### config.mk
export PLATFORM = sky130hd
export DESIGN_NAME = load_register_flat
export DESIGN_NICKNAME = d
export VERILOG_FILES = /design/src/rtl/load_register_if.sv /design/src/rtl/load_register.sv /design/src/flat_wrapper.sv
export SDC_FILE = /design/constraint.sdc
export NUM_CORES = 1
export LEC_CHECK = 0
export CORE_UTILIZATION = 38
export DETAILED_ROUTE_END_ITERATION = 8
export GPL_ROUTABILITY_DRIVEN = 0
export GPL_TIMING_DRIVEN = 0
export PLACE_DENSITY = 0.67
export SLEW_MARGIN = 20
export SYNTH_ARGS = -nofsm -noshare
export SYNTH_HDL_FRONTEND = slang
export SYNTH_SLANG_ARGS = --single-unit
export TNS_END_PERCENT = 10
### constraint.sdc
create_clock -name clk -period 4.35 [get_ports clk]
set_input_delay 1.305 -clock clk [delete_from_list [all_inputs] [get_ports clk]]
set_output_delay 1.305 -clock clk [all_outputs]
set_load 0.01 [all_outputs]
### src/rtl/load_register_if.sv
// Bus bundle for load_register: operation controls, load data and registered outputs.
// The parity signal exists only when REGISTER_PARITY_EN is defined.
interface load_register_if #(parameter int WIDTH = 16);
    logic             load;
    logic [WIDTH-1:0] d;
    logic             clear;
    logic             shift_en;
    logic             shift_dir;
    logic             serial_in;
    logic             count_en;
    logic             count_up;
    logic [WIDTH-1:0] q;
    logic             serial_out;
    logic             carry;
`ifdef REGISTER_PARITY_EN
    logic             parity;

    modport master (
        output load, d, clear, shift_en, shift_dir, serial_in, count_en, count_up,
        input  q, serial_out, carry, parity
    );
    modport slave (
        input  load, d, clear, shift_en, shift_dir, serial_in, count_en, count_up,
        output q, serial_out, carry, parity
    );
`else
    modport master (
        output load, d, clear, shift_en, shift_dir, serial_in, count_en, count_up,
        input  q, serial_out, carry
    );
    modport slave (
        input  load, d, clear, shift_en, shift_dir, serial_in, count_en, count_up,
        output q, serial_out, carry
    );
`endif
endinterface

### src/rtl/load_register.sv
// Parameterised datapath register: clear > load > shift > count > hold, async active-low reset.
// Optional registered even-parity output enabled by defining REGISTER_PARITY_EN.
module load_register #(
    parameter int          WIDTH       = 16,
    parameter logic [63:0] RESET_VALUE = 64'h0
) (
    input  logic          clk,
    input  logic          reset,
    load_register_if.slave bus
);

    localparam logic [WIDTH-1:0] RST_VAL = RESET_VALUE[WIDTH-1:0];

    logic [WIDTH-1:0] q_r;
    logic [WIDTH-1:0] q_next;
    logic             so_r;
    logic             so_next;
    logic             cy_r;
    logic             cy_next;

    // Shift/count paths written with shift operators and casts so WIDTH=1 stays legal.
    always_comb begin
        q_next  = q_r;
        so_next = so_r;
        cy_next = cy_r;
        if (bus.clear) begin
            q_next  = '0;
            so_next = 1'b0;
            cy_next = 1'b0;
        end else if (bus.load) begin
            q_next  = bus.d;
            so_next = 1'b0;
            cy_next = 1'b0;
        end else if (bus.shift_en) begin
            if (!bus.shift_dir) begin
                q_next  = (q_r << 1) | WIDTH'(bus.serial_in);
                so_next = q_r[WIDTH-1];
            end else begin
                q_next  = (q_r >> 1) | (WIDTH'(bus.serial_in) << (WIDTH-1));
                so_next = q_r[0];
            end
        end else if (bus.count_en) begin
            if (bus.count_up) begin
                q_next  = q_r + WIDTH'(1);
                cy_next = (q_r == '1);
            end else begin
                q_next  = q_r - WIDTH'(1);
                cy_next = (q_r == '0);
            end
        end
    end

    always_ff @(posedge clk or negedge reset) begin
        if (!reset) begin
            q_r  <= RST_VAL;
            so_r <= 1'b0;
            cy_r <= 1'b0;
        end else begin
            q_r  <= q_next;
            so_r <= so_next;
            cy_r <= cy_next;
        end
    end

    assign bus.q          = q_r;
    assign bus.serial_out = so_r;
    assign bus.carry      = cy_r;

`ifdef REGISTER_PARITY_EN
    logic par_r;

    // Computed from q_next so parity always matches the q it is registered alongside.
    always_ff @(posedge clk or negedge reset) begin
        if (!reset) begin
            par_r <= ^RST_VAL;
        end else begin
            par_r <= ^q_next;
        end
    end

    assign bus.parity = par_r;
`endif

endmodule

### src/flat_wrapper.sv
// flat-port wrapper written by rule: the top's interface ports become plain ports
module load_register_flat 
#(
    parameter int          WIDTH       = 16,
    parameter logic [63:0] RESET_VALUE = 64'h0
)
  (clk, reset, bus_load, bus_d, bus_clear, bus_shift_en, bus_shift_dir, bus_serial_in, bus_count_en, bus_count_up, bus_q, bus_serial_out, bus_carry);
  load_register_if #(.WIDTH(WIDTH)) bus_i ();
  input  logic clk;
  input  logic reset;
  input wire logic [$bits(bus_i.load)-1:0] bus_load;
  input wire logic [$bits(bus_i.d)-1:0] bus_d;
  input wire logic [$bits(bus_i.clear)-1:0] bus_clear;
  input wire logic [$bits(bus_i.shift_en)-1:0] bus_shift_en;
  input wire logic [$bits(bus_i.shift_dir)-1:0] bus_shift_dir;
  input wire logic [$bits(bus_i.serial_in)-1:0] bus_serial_in;
  input wire logic [$bits(bus_i.count_en)-1:0] bus_count_en;
  input wire logic [$bits(bus_i.count_up)-1:0] bus_count_up;
  output wire logic [$bits(bus_i.q)-1:0] bus_q;
  output wire logic [$bits(bus_i.serial_out)-1:0] bus_serial_out;
  output wire logic [$bits(bus_i.carry)-1:0] bus_carry;
  assign bus_i.load = bus_load;
  assign bus_i.d = bus_d;
  assign bus_i.clear = bus_clear;
  assign bus_i.shift_en = bus_shift_en;
  assign bus_i.shift_dir = bus_shift_dir;
  assign bus_i.serial_in = bus_serial_in;
  assign bus_i.count_en = bus_count_en;
  assign bus_i.count_up = bus_count_up;
  assign bus_q = bus_i.q;
  assign bus_serial_out = bus_i.serial_out;
  assign bus_carry = bus_i.carry;
  load_register #(.WIDTH(WIDTH), .RESET_VALUE(RESET_VALUE)) u_core (.clk(clk), .reset(reset), .bus(bus_i));
endmodule
**Word level (Yosys, flattened, before mapping)**

Index checks and enable logic that the tools add are counted.

- Register bits: 18
- Input port bits: 25
- Word-level logic and storage cells: 29

- Add/sub/neg operators: 2
- Eq/ne operators: 2
- Muxes and demuxes: 15
- Bitwise gates (word level): 2
- Reduce and logical (&&, ||, !) cells: 5

Operator list:

| operator | number |
|---|---|
| $mux 16 | 6 |
| $add 16x1->16 const B | 1 |
| $eq 16x16->1 const B | 1 |
| $logic_not 16->1 | 1 |
| $or 15x16->16 | 1 |
| $or 16x1->16 | 1 |
| $sub 16x1->16 const B | 1 |
| $mux 1 | 9 |
| $reduce_bool 3->1 | 2 |
| $reduce_bool 4->1 | 1 |
| $ne 3x3->1 const B | 1 |
| $reduce_and 2->1 | 1 |

**Depth between registers and ports, before layout**

Gate-level depths: netlist of run 1.

- Depth in word-level cells: 6
- Gate-level depth with buffers: 10
- Mapped depth without buffers: 9

**Worst setup path before layout of run 1**

Ideal clock, no wire load.

- Path type: input-to-reg
- From: in bus_count_up
- To: reg u_core.q_r[15], in the netlist u_core.bus.q[15]
- Setup time: 124 ps
- Data arrival time: 3173 ps
- Data required time: 4226 ps
- Path slack: 1054 ps
- Stages on the path: 9
- Path buffers: 0
- Path through: inv_1 ha_1 a21o_1 a31oi_2 a21oi_2 or3_1 a21o_1 xnor2_1 o21ai_1

- Cells in the longest elaborated chain, start to end: 5

RTL lines:

| what | line | source |
|---|---|---|
| start: declaration | flat_wrapper.sv:18 | `input wire logic [$bits(bus_i.count_up)-1:0] bus_count_up;` |
| $mux 16 | load_register.sv:43 | `if (bus.count_up) begin` |
| $mux 16 | load_register.sv:42 | `end else if (bus.count_en) begin` |
| $mux 16 | load_register.sv:34 | `end else if (bus.shift_en) begin` |
| $mux 16 | load_register.sv:30 | `end else if (bus.load) begin` |
| $mux 16 | load_register.sv:26 | `if (bus.clear) begin` |
| end signal: assignment | load_register.sv:59 | `q_r <= q_next;` |
| end: declaration | load_register.sv:14 | `logic [WIDTH-1:0] q_r;` |

Every way passes these cells. The select of a mux whose other input is x is not followed.
A chain may end at the register's enable or synchronous reset.

**Worst setup path in the final report of run 1**

- From: in bus_count_up
- To: reg u_core.q_r[12], in the netlist u_core.bus.q[12]

The elaborated chain is that of the path after synthesis.

==> results.md, run 1 <==
- Outcome: complete, no violations
- Routed vias/inst: 5.61
- Syn. warnings: 0
- Minimum clock period: 4.15 ns
- Clock Path Buffers: 2
- Register Area: 450 µm²
- Pin count of the biggest net entering global routing: 19
- Met1 Track Usage GR: 32.9%
- Initial antenna violation count: 0
- Asr flop ratio synth: 100%
- Busiest layer in global routing: met2
- Syn_nets: 281
- Logic pwr share: 46.0%
- Pleak: 1.05 nW
- Post-detail-place hpwl: 4.29 mm
- PostCTS Resize Cnt: 0
- Post-synth EDFFs: 0
- Syn_area_per_cell: 8.39 µm²
- Grt ovf: 0
- Post-synthesis cell count: 241
- Max-Cap Viols: 0
- Max Fclk: 0.241 GHz
- Register area share after synthesis: 22.3%
- CP startpoint: bus_count_up
- Root Buffer: clkbuf_8
- Fin. max-slew vios: 0
- NetSw: 0.235 mW
- First-pass GRT wire length: 9.25 mm
- CP max FO: 15
- Setup bufs post-CTS: 0
- H-tree levels: 1
- CP arrival: 4.27 ns
- Part of the power in registers: 34.2%
- Initial Util: 39.6%
- Crit end category: register
- Placed cell count: 350
- Kind of critical path: primary input to register
- Count of different cell masters after synthesis: 55
- Reg-to-reg startpoint: u_core.bus.q[0]$_DFFE_PN0P_
- Worst hold path class: register to register
- Vias in the first global route: 1,825
- Internal power: 0.381 mW
- Worst Skew: 0.00743 ns
- Relative slew margins: 43.9%
- Worst-path clk slew: 0.08 ns
- CTS tree: done
- CTS buffer count: 3
- Synth Register Bits: 18
- Number of I/O pins: 43
- DRT antenna net count: 0
- Hold Fails Final Rpt: 0
- Multi-input combinational cell area: 1480 µm²
- Synthesized area: 2020 µm²
- Fill cells: 529
- Worst slew pin tran: 0.839 ns
- Critical Path RT: 4.48 ns
- Part of the cycle the worst path needs: 95.3%
- Synthesis-to-layout area growth: 25.7%
- Buffers on Ports: 39
- Core ar.: 5110 µm²
- Final #Nets: 325
- Final worst setup slack: 0.205 ns
- Routing usage on met2: 33.5%
- Via Count: 1,979
- Setup violations, final: 0
- Pre-CTS setup slack: -0.0210 ns
- Residual DRC count: 0
- Clock power share: 19.7%
- Cts hold-fix bufs: 0
- Rows: 26
- Die width: 74.9 µm
- Die H: 74.9 µm
- WL final: 5.75 mm
- Power Density: 242 nW/µm²
- Switching part of the total: 38.1%
- Die area: 5620 µm²
- DR iter-0 viols: 142
- Prevailing post-synth register cell: dfrtp_1
- DR WL/cell: 16.3 µm
- Layout cells sized above 1: 9.19%
- Clock Latency Late Sink: 0.26 ns
- CTS sink cnt: 18
- Startpoint types: primary input
- DR pass1 iterations: 4
- Worst hold path startpoint: u_core.bus.serial_out$_DFFE_PN0P_
- RSZ-0062 raised after global routing: no
- Met3 Track Usage GR: 1.74%
- Total track usage: 21.8%
- Final Non-Filler Cells: 353
- Antenna diodes: 0
- Worst vdd ir: 0.0000964 V
- Min Hold Slack: 0.558 ns
[cells in the mapped netlist (2+ instances only)]
master / count / area (µm²)
a211oi_1: 13 / 97.6
a21o_1: 5 / 37.5
a21oi_1: 36 / 180
a32o_1: 2 / 20.0
buf_2: 4 / 20.0
clkbuf_1: 6 / 22.5
dfrtp_1: 18 / 450
ha_1: 14 / 175
inv_1: 3 / 11.3
mux2_1: 2 / 22.5
mux2_2: 2 / 22.5
mux2i_1: 18 / 180
nand2_1: 16 / 60.1
nand3_1: 4 / 20.0
nand4_1: 4 / 25.0
nor2_1: 18 / 67.6
nor2b_1: 3 / 18.8
nor3_1: 7 / 35.0
nor3b_1: 2 / 15.0
nor4_1: 4 / 25.0
o21a_1: 3 / 22.5
o21ai_1: 9 / 45.0
o21ai_2: 2 / 17.5
o31ai_1: 3 / 22.5
or2_1: 2 / 12.5
or3_1: 3 / 18.8
xnor2_1: 9 / 78.8
xor2_1: 2 / 17.5
[final timing paths]
check                                                     to  slack, ns  depth (start not counted)
setup / recovery                u_core.bus.q[12]$_DFFE_PN0P_       0.20                         10
hold / removal             u_core.bus.serial_out$_DFFE_PN0P_       0.56                          2
setup reg to reg                u_core.bus.q[12]$_DFFE_PN0P_       1.72                          8
hold reg to reg            u_core.bus.serial_out$_DFFE_PN0P_       0.56                          2
max in group asynchronous       u_core.bus.q[15]$_DFFE_PN0P_       2.30                          1
min in group asynchronous        u_core.bus.q[4]$_DFFE_PN0P_       1.52                          1
[routing by layer]
layer	wire, µm	vias up
li1	-	1002
met1	2910	910
met2	2540	61
met3	237	6
met4	63	0
met5	0	-
[state kept, by name (all words and copies together), names as in the netlist]
signal / flops
u_core.bus.q: 16
u_core.bus.carry: 1
u_core.bus.serial_out: 1
[cells in the final DEF (no fill, tap or decap), drive strengths merged, types with 2 or more instances in the layout]
| master | instances |
|---|---|
| nand3 | 4 |
| o21a | 3 |
| xor2 | 2 |
| mux2i | 18 |
| nor3 | 7 |
| a2111oi | 2 |
| dfrtp | 18 |
| a211oi | 13 |
| nor3b | 2 |
| clkdlybuf4s50 | 39 |
| nor2 | 19 |
| a21o | 6 |
| nand4 | 5 |
| o21ai | 13 |
| a32o | 2 |
| and3 | 2 |
| mux2 | 4 |
| buf | 7 |
| nor4 | 5 |
| or3 | 3 |
| ha | 14 |
| clkbuf | 10 |
| nand2 | 16 |
| xnor2 | 9 |
| or2 | 3 |
| nor2b | 3 |
| a21oi | 37 |
| o31ai | 3 |
| inv | 3 |
[critical path: stages]
cell and delay [ns]:
clkdlybuf4s50_1 0.52, inv_1 0.49, ha_1 0.43, a21o_1 0.22, a221oi_2 0.47, o21ai_2 0.15, nand2_1 0.16, nor3b_1 0.07
a311oi_1 0.35, o41ai_2 0.09
[logic make-up after synthesis]
| logic type | synth area share, % |
|---|---|
| AOI/OAI and AO/OA | 30.0 |
| and+or+nand+nor | 17.7 |
| DFF | 22.3 |
| buffers and inverters | 4.46 |
| xor gates and xnor gates | 4.77 |
| adders and majority gates | 9.65 |
| muxes | 11.1 |
[metrics by stage]
stage                     utilization (%)  TNS (ns)  area [µm²]  total power, mW
after floorplan                         -         0        2020            0.398
after global placement               48.9         0        2500            0.492
after detailed placement             48.9   -0.0210        2500            0.494
after CTS                            49.8         0        2540            0.614
after global routing                 49.8         0        2540            0.654
final                                49.8         0        2540            0.616
[power groups by stage]
| stage | sequential [mW] | combinational, mW | clock (mW) |
|---|---|---|---|
| after CTS | 0.210 | 0.283 | 0.121 |
| after floorplan | 0.211 | 0.187 | 0 |
| after global routing | 0.214 | 0.314 | 0.127 |
| after global placement | 0.213 | 0.278 | 0 |
| after detailed placement | 0.213 | 0.281 | 0 |
| final | 0.211 | 0.283 | 0.122 |
[final cells by class]
cell class / count / share of cell area [%]
multi-input cells: 206 / 58.3
clock buffers: 3 / 1.62
flip-flops and latches: 18 / 17.7
plain buffers: 14 / 3.10
repair buffers: 39 / 15.4
inverters: 3 / 0.443
well taps: 70 / 3.45
Note: power is estimated with default switching activity, not from simulation.
==> inputs of run 2 (changes only) <==
CORE_ASPECT_RATIO = 1.5   (was unset)
CTS_CLUSTER_SIZE = 14   (was unset)
==> results.md, run 2 (same netlist as run 1, synthesis figures left out) <==
- Outcome: complete, no violations (unchanged)
- Hold Fails Final Rpt: 0 (unchanged)
- Pleak: 1.06 nW (was 1.05 nW)
- Vias in the first global route: 1,989 (was 1,825)
- Minimum clock period: 4.02 ns (was 4.15 ns)
- Switching part of the total: 38.3% (was 38.1%)
- Clock Path Buffers: 2 (unchanged)
- Die H: 91.3 µm (was 74.9 µm)
- Max-Cap Viols: 0 (unchanged)
- H-tree levels: 1 (unchanged)
- Synthesis-to-layout area growth: 26.2% (was 25.7%)
- DRT antenna net count: 0 (unchanged)
- Kind of critical path: primary input to register (unchanged)
- Die area: 5620 µm² (about the same)
- Part of the power in registers: 32.6% (was 34.2%)
- Layout cells sized above 1: 9.51% (was 9.19%)
- Min Hold Slack: 0.570 ns (was 0.558 ns)
- CTS buffer count: 3 (unchanged)
- Number of flip-flops in the largest register: 16 (unchanged)
- Buffers on Ports: 39 (unchanged)
- Final #Nets: 325 (unchanged)
- DR WL/cell: 17.6 µm (was 16.3 µm)
- Worst vdd ir: 0.000102 V (was 0.0000964 V)
- Initial antenna violation count: 0 (unchanged)
- Part of the cycle the worst path needs: 92.3% (was 95.3%)
- CP arrival: 4.15 ns (was 4.27 ns)
- Max Fclk: 0.249 GHz (was 0.241 GHz)
- Final worst setup slack: 0.333 ns (was 0.205 ns)
- Clock power share: 23.4% (was 19.7%)
- Root Buffer: clkbuf_8 (unchanged)
- Power Density: 254 nW/µm² (was 242 nW/µm²)
- Setup violations, final: 0 (unchanged)
- DR iter-0 viols: 90 (was 142)
- Grt ovf: 0 (unchanged)
- Routed vias/inst: 6.01 (was 5.61)
- Via Count: 2,116 (was 1,979)
- PostCTS Resize Cnt: 0 (unchanged)
- Post-detail-place hpwl: 4.59 mm (was 4.29 mm)
- Core Util, Final: 49.8% (about the same)
- CTS tree: done (unchanged)
- Die width: 61.6 µm (was 74.9 µm)
- WL final: 6.18 mm (was 5.75 mm)
- Commonest cells after routing, fill and taps aside: clkdlybuf4s50_1, a21oi_1, mux2i_1, nor2_1, dfrtp_1 (unchanged)
- Internal power: 0.400 mW (was 0.381 mW)
- Fin. max-slew vios: 0 (unchanged)
- Initial Util: 39.5% (was 39.6%)
- Number of I/O pins: 43 (unchanged)
- Clock Latency Late Sink: 0.27 ns (was 0.26 ns)
- NetSw: 0.248 mW (was 0.235 mW)
- Cts hold-fix bufs: 0 (unchanged)
- CTS sink cnt: 18 (unchanged)
- Worst Skew: 0.00655 ns (was 0.00743 ns)
- Setup TNS: 0 ns (unchanged)
- RSZ-0062 raised after global routing: no (unchanged)
- Crit end category: register (unchanged)
- Critical Path RT: 4.49 ns (was 4.48 ns)
- Commonest non-fill, non-tap cell in the layout: clkdlybuf4s50_1 (unchanged)
- Pre-CTS setup slack: 0.0539 ns (was -0.0210 ns)
- Worst slew pin tran: 0.943 ns (was 0.839 ns)
- Worst hold path class: register to register (unchanged)
- Startpoint types: primary input (unchanged)
- Core ar.: 5120 µm² (was 5110 µm²)
- Rows: 32 (was 26)
- Worst-path clk slew: 0.08 ns (about the same)
- Residual DRC count: 0 (unchanged)
- Setup bufs post-CTS: 0 (unchanged)
- Pin count of the biggest net entering global routing: 19 (unchanged)
- Antenna diodes: 0 (unchanged)
- Tot Pwr: 0.648 mW (was 0.616 mW)
- CP max FO: 15 (unchanged)
- Total track usage: 22.9% (was 21.8%)
- Logic pwr share: 44.0% (was 46.0%)
- Relative slew margins: 37.0% (was 43.9%)
- First-pass GRT wire length: 9.74 mm (was 9.25 mm)
- DR pass1 iterations: 4 (unchanged)
run 2: cell count changes in the layout (fill, tap and decap cells not counted), sizes merged:
| cell | before | now |
|---|---|---|
| clkbuf | 10 | 11 |
run 2: power by group through the flow:
stage / Clock (mW) / Sequential, mW / Combinational, mW
floorplan: 0 / 0.211 / 0.187
global placement: 0 / 0.214 / 0.279
detailed placement: 0 / 0.214 / 0.283
CTS: 0.151 / 0.211 / 0.285
global route: 0.156 / 0.214 / 0.313
finish: 0.151 / 0.212 / 0.285
run 2: metrics by stage:
step,instances,instance area [µm²]
2_1_floorplan,241,2020
3_3_place_gp,348,2500
3_5_place_dp,348,2500
4_1_cts,352,2550
5_1_grt,352,2550
6_report,352,2550
run 2: worst max-delay path, stage by stage:
cell and delay [ns]:
clkdlybuf4s50_1 0.49, inv_1 0.49, ha_1 0.43, a21o_1 0.23
a221oi_2 0.45, o21ai_2 0.14, nand2_1 0.15, nor3b_1 0.07
a311oi_1 0.30, o41ai_2 0.09
run 2: cell type report:
class | count | area (µm²)
repair buffers | 39 | 390
multi-input cells | 206 | 1480
flip-flops and latches | 18 | 450
clock buffers | 4 | 55.1
fillers | 540 | 2570
inverters | 3 | 11.3
well taps | 68 | 85.1
plain buffers | 14 | 78.8
run 2: metal layers:
metal  routed length (µm)  global-route usage [%]  vias up
li1                     -                       -     1002
met1                 2530                    28.1     1031
met2                 3250                    40.1       69
met3                  206                    1.28       14
met4                  192                    8.52        0
met5                    0                       0        -
run 2: worst paths after layout:
path                                                         from                                end  slack (ns)  cells after the start
worst max-delay path                                 bus_count_up       u_core.bus.q[12]$_DFFE_PN0P_        0.33                     10
worst min-delay path            u_core.bus.serial_out$_DFFE_PN0P_  u_core.bus.serial_out$_DFFE_PN0P_        0.57                      2
worst max register to register        u_core.bus.q[0]$_DFFE_PN0P_       u_core.bus.q[12]$_DFFE_PN0P_        1.82                      8
worst min register to register  u_core.bus.serial_out$_DFFE_PN0P_  u_core.bus.serial_out$_DFFE_PN0P_        0.57                      2
max in group asynchronous                                   reset       u_core.bus.carry$_DFFE_PN0P_        2.22                      1
min in group asynchronous                                   reset        u_core.bus.q[4]$_DFFE_PN0P_        1.56                      1
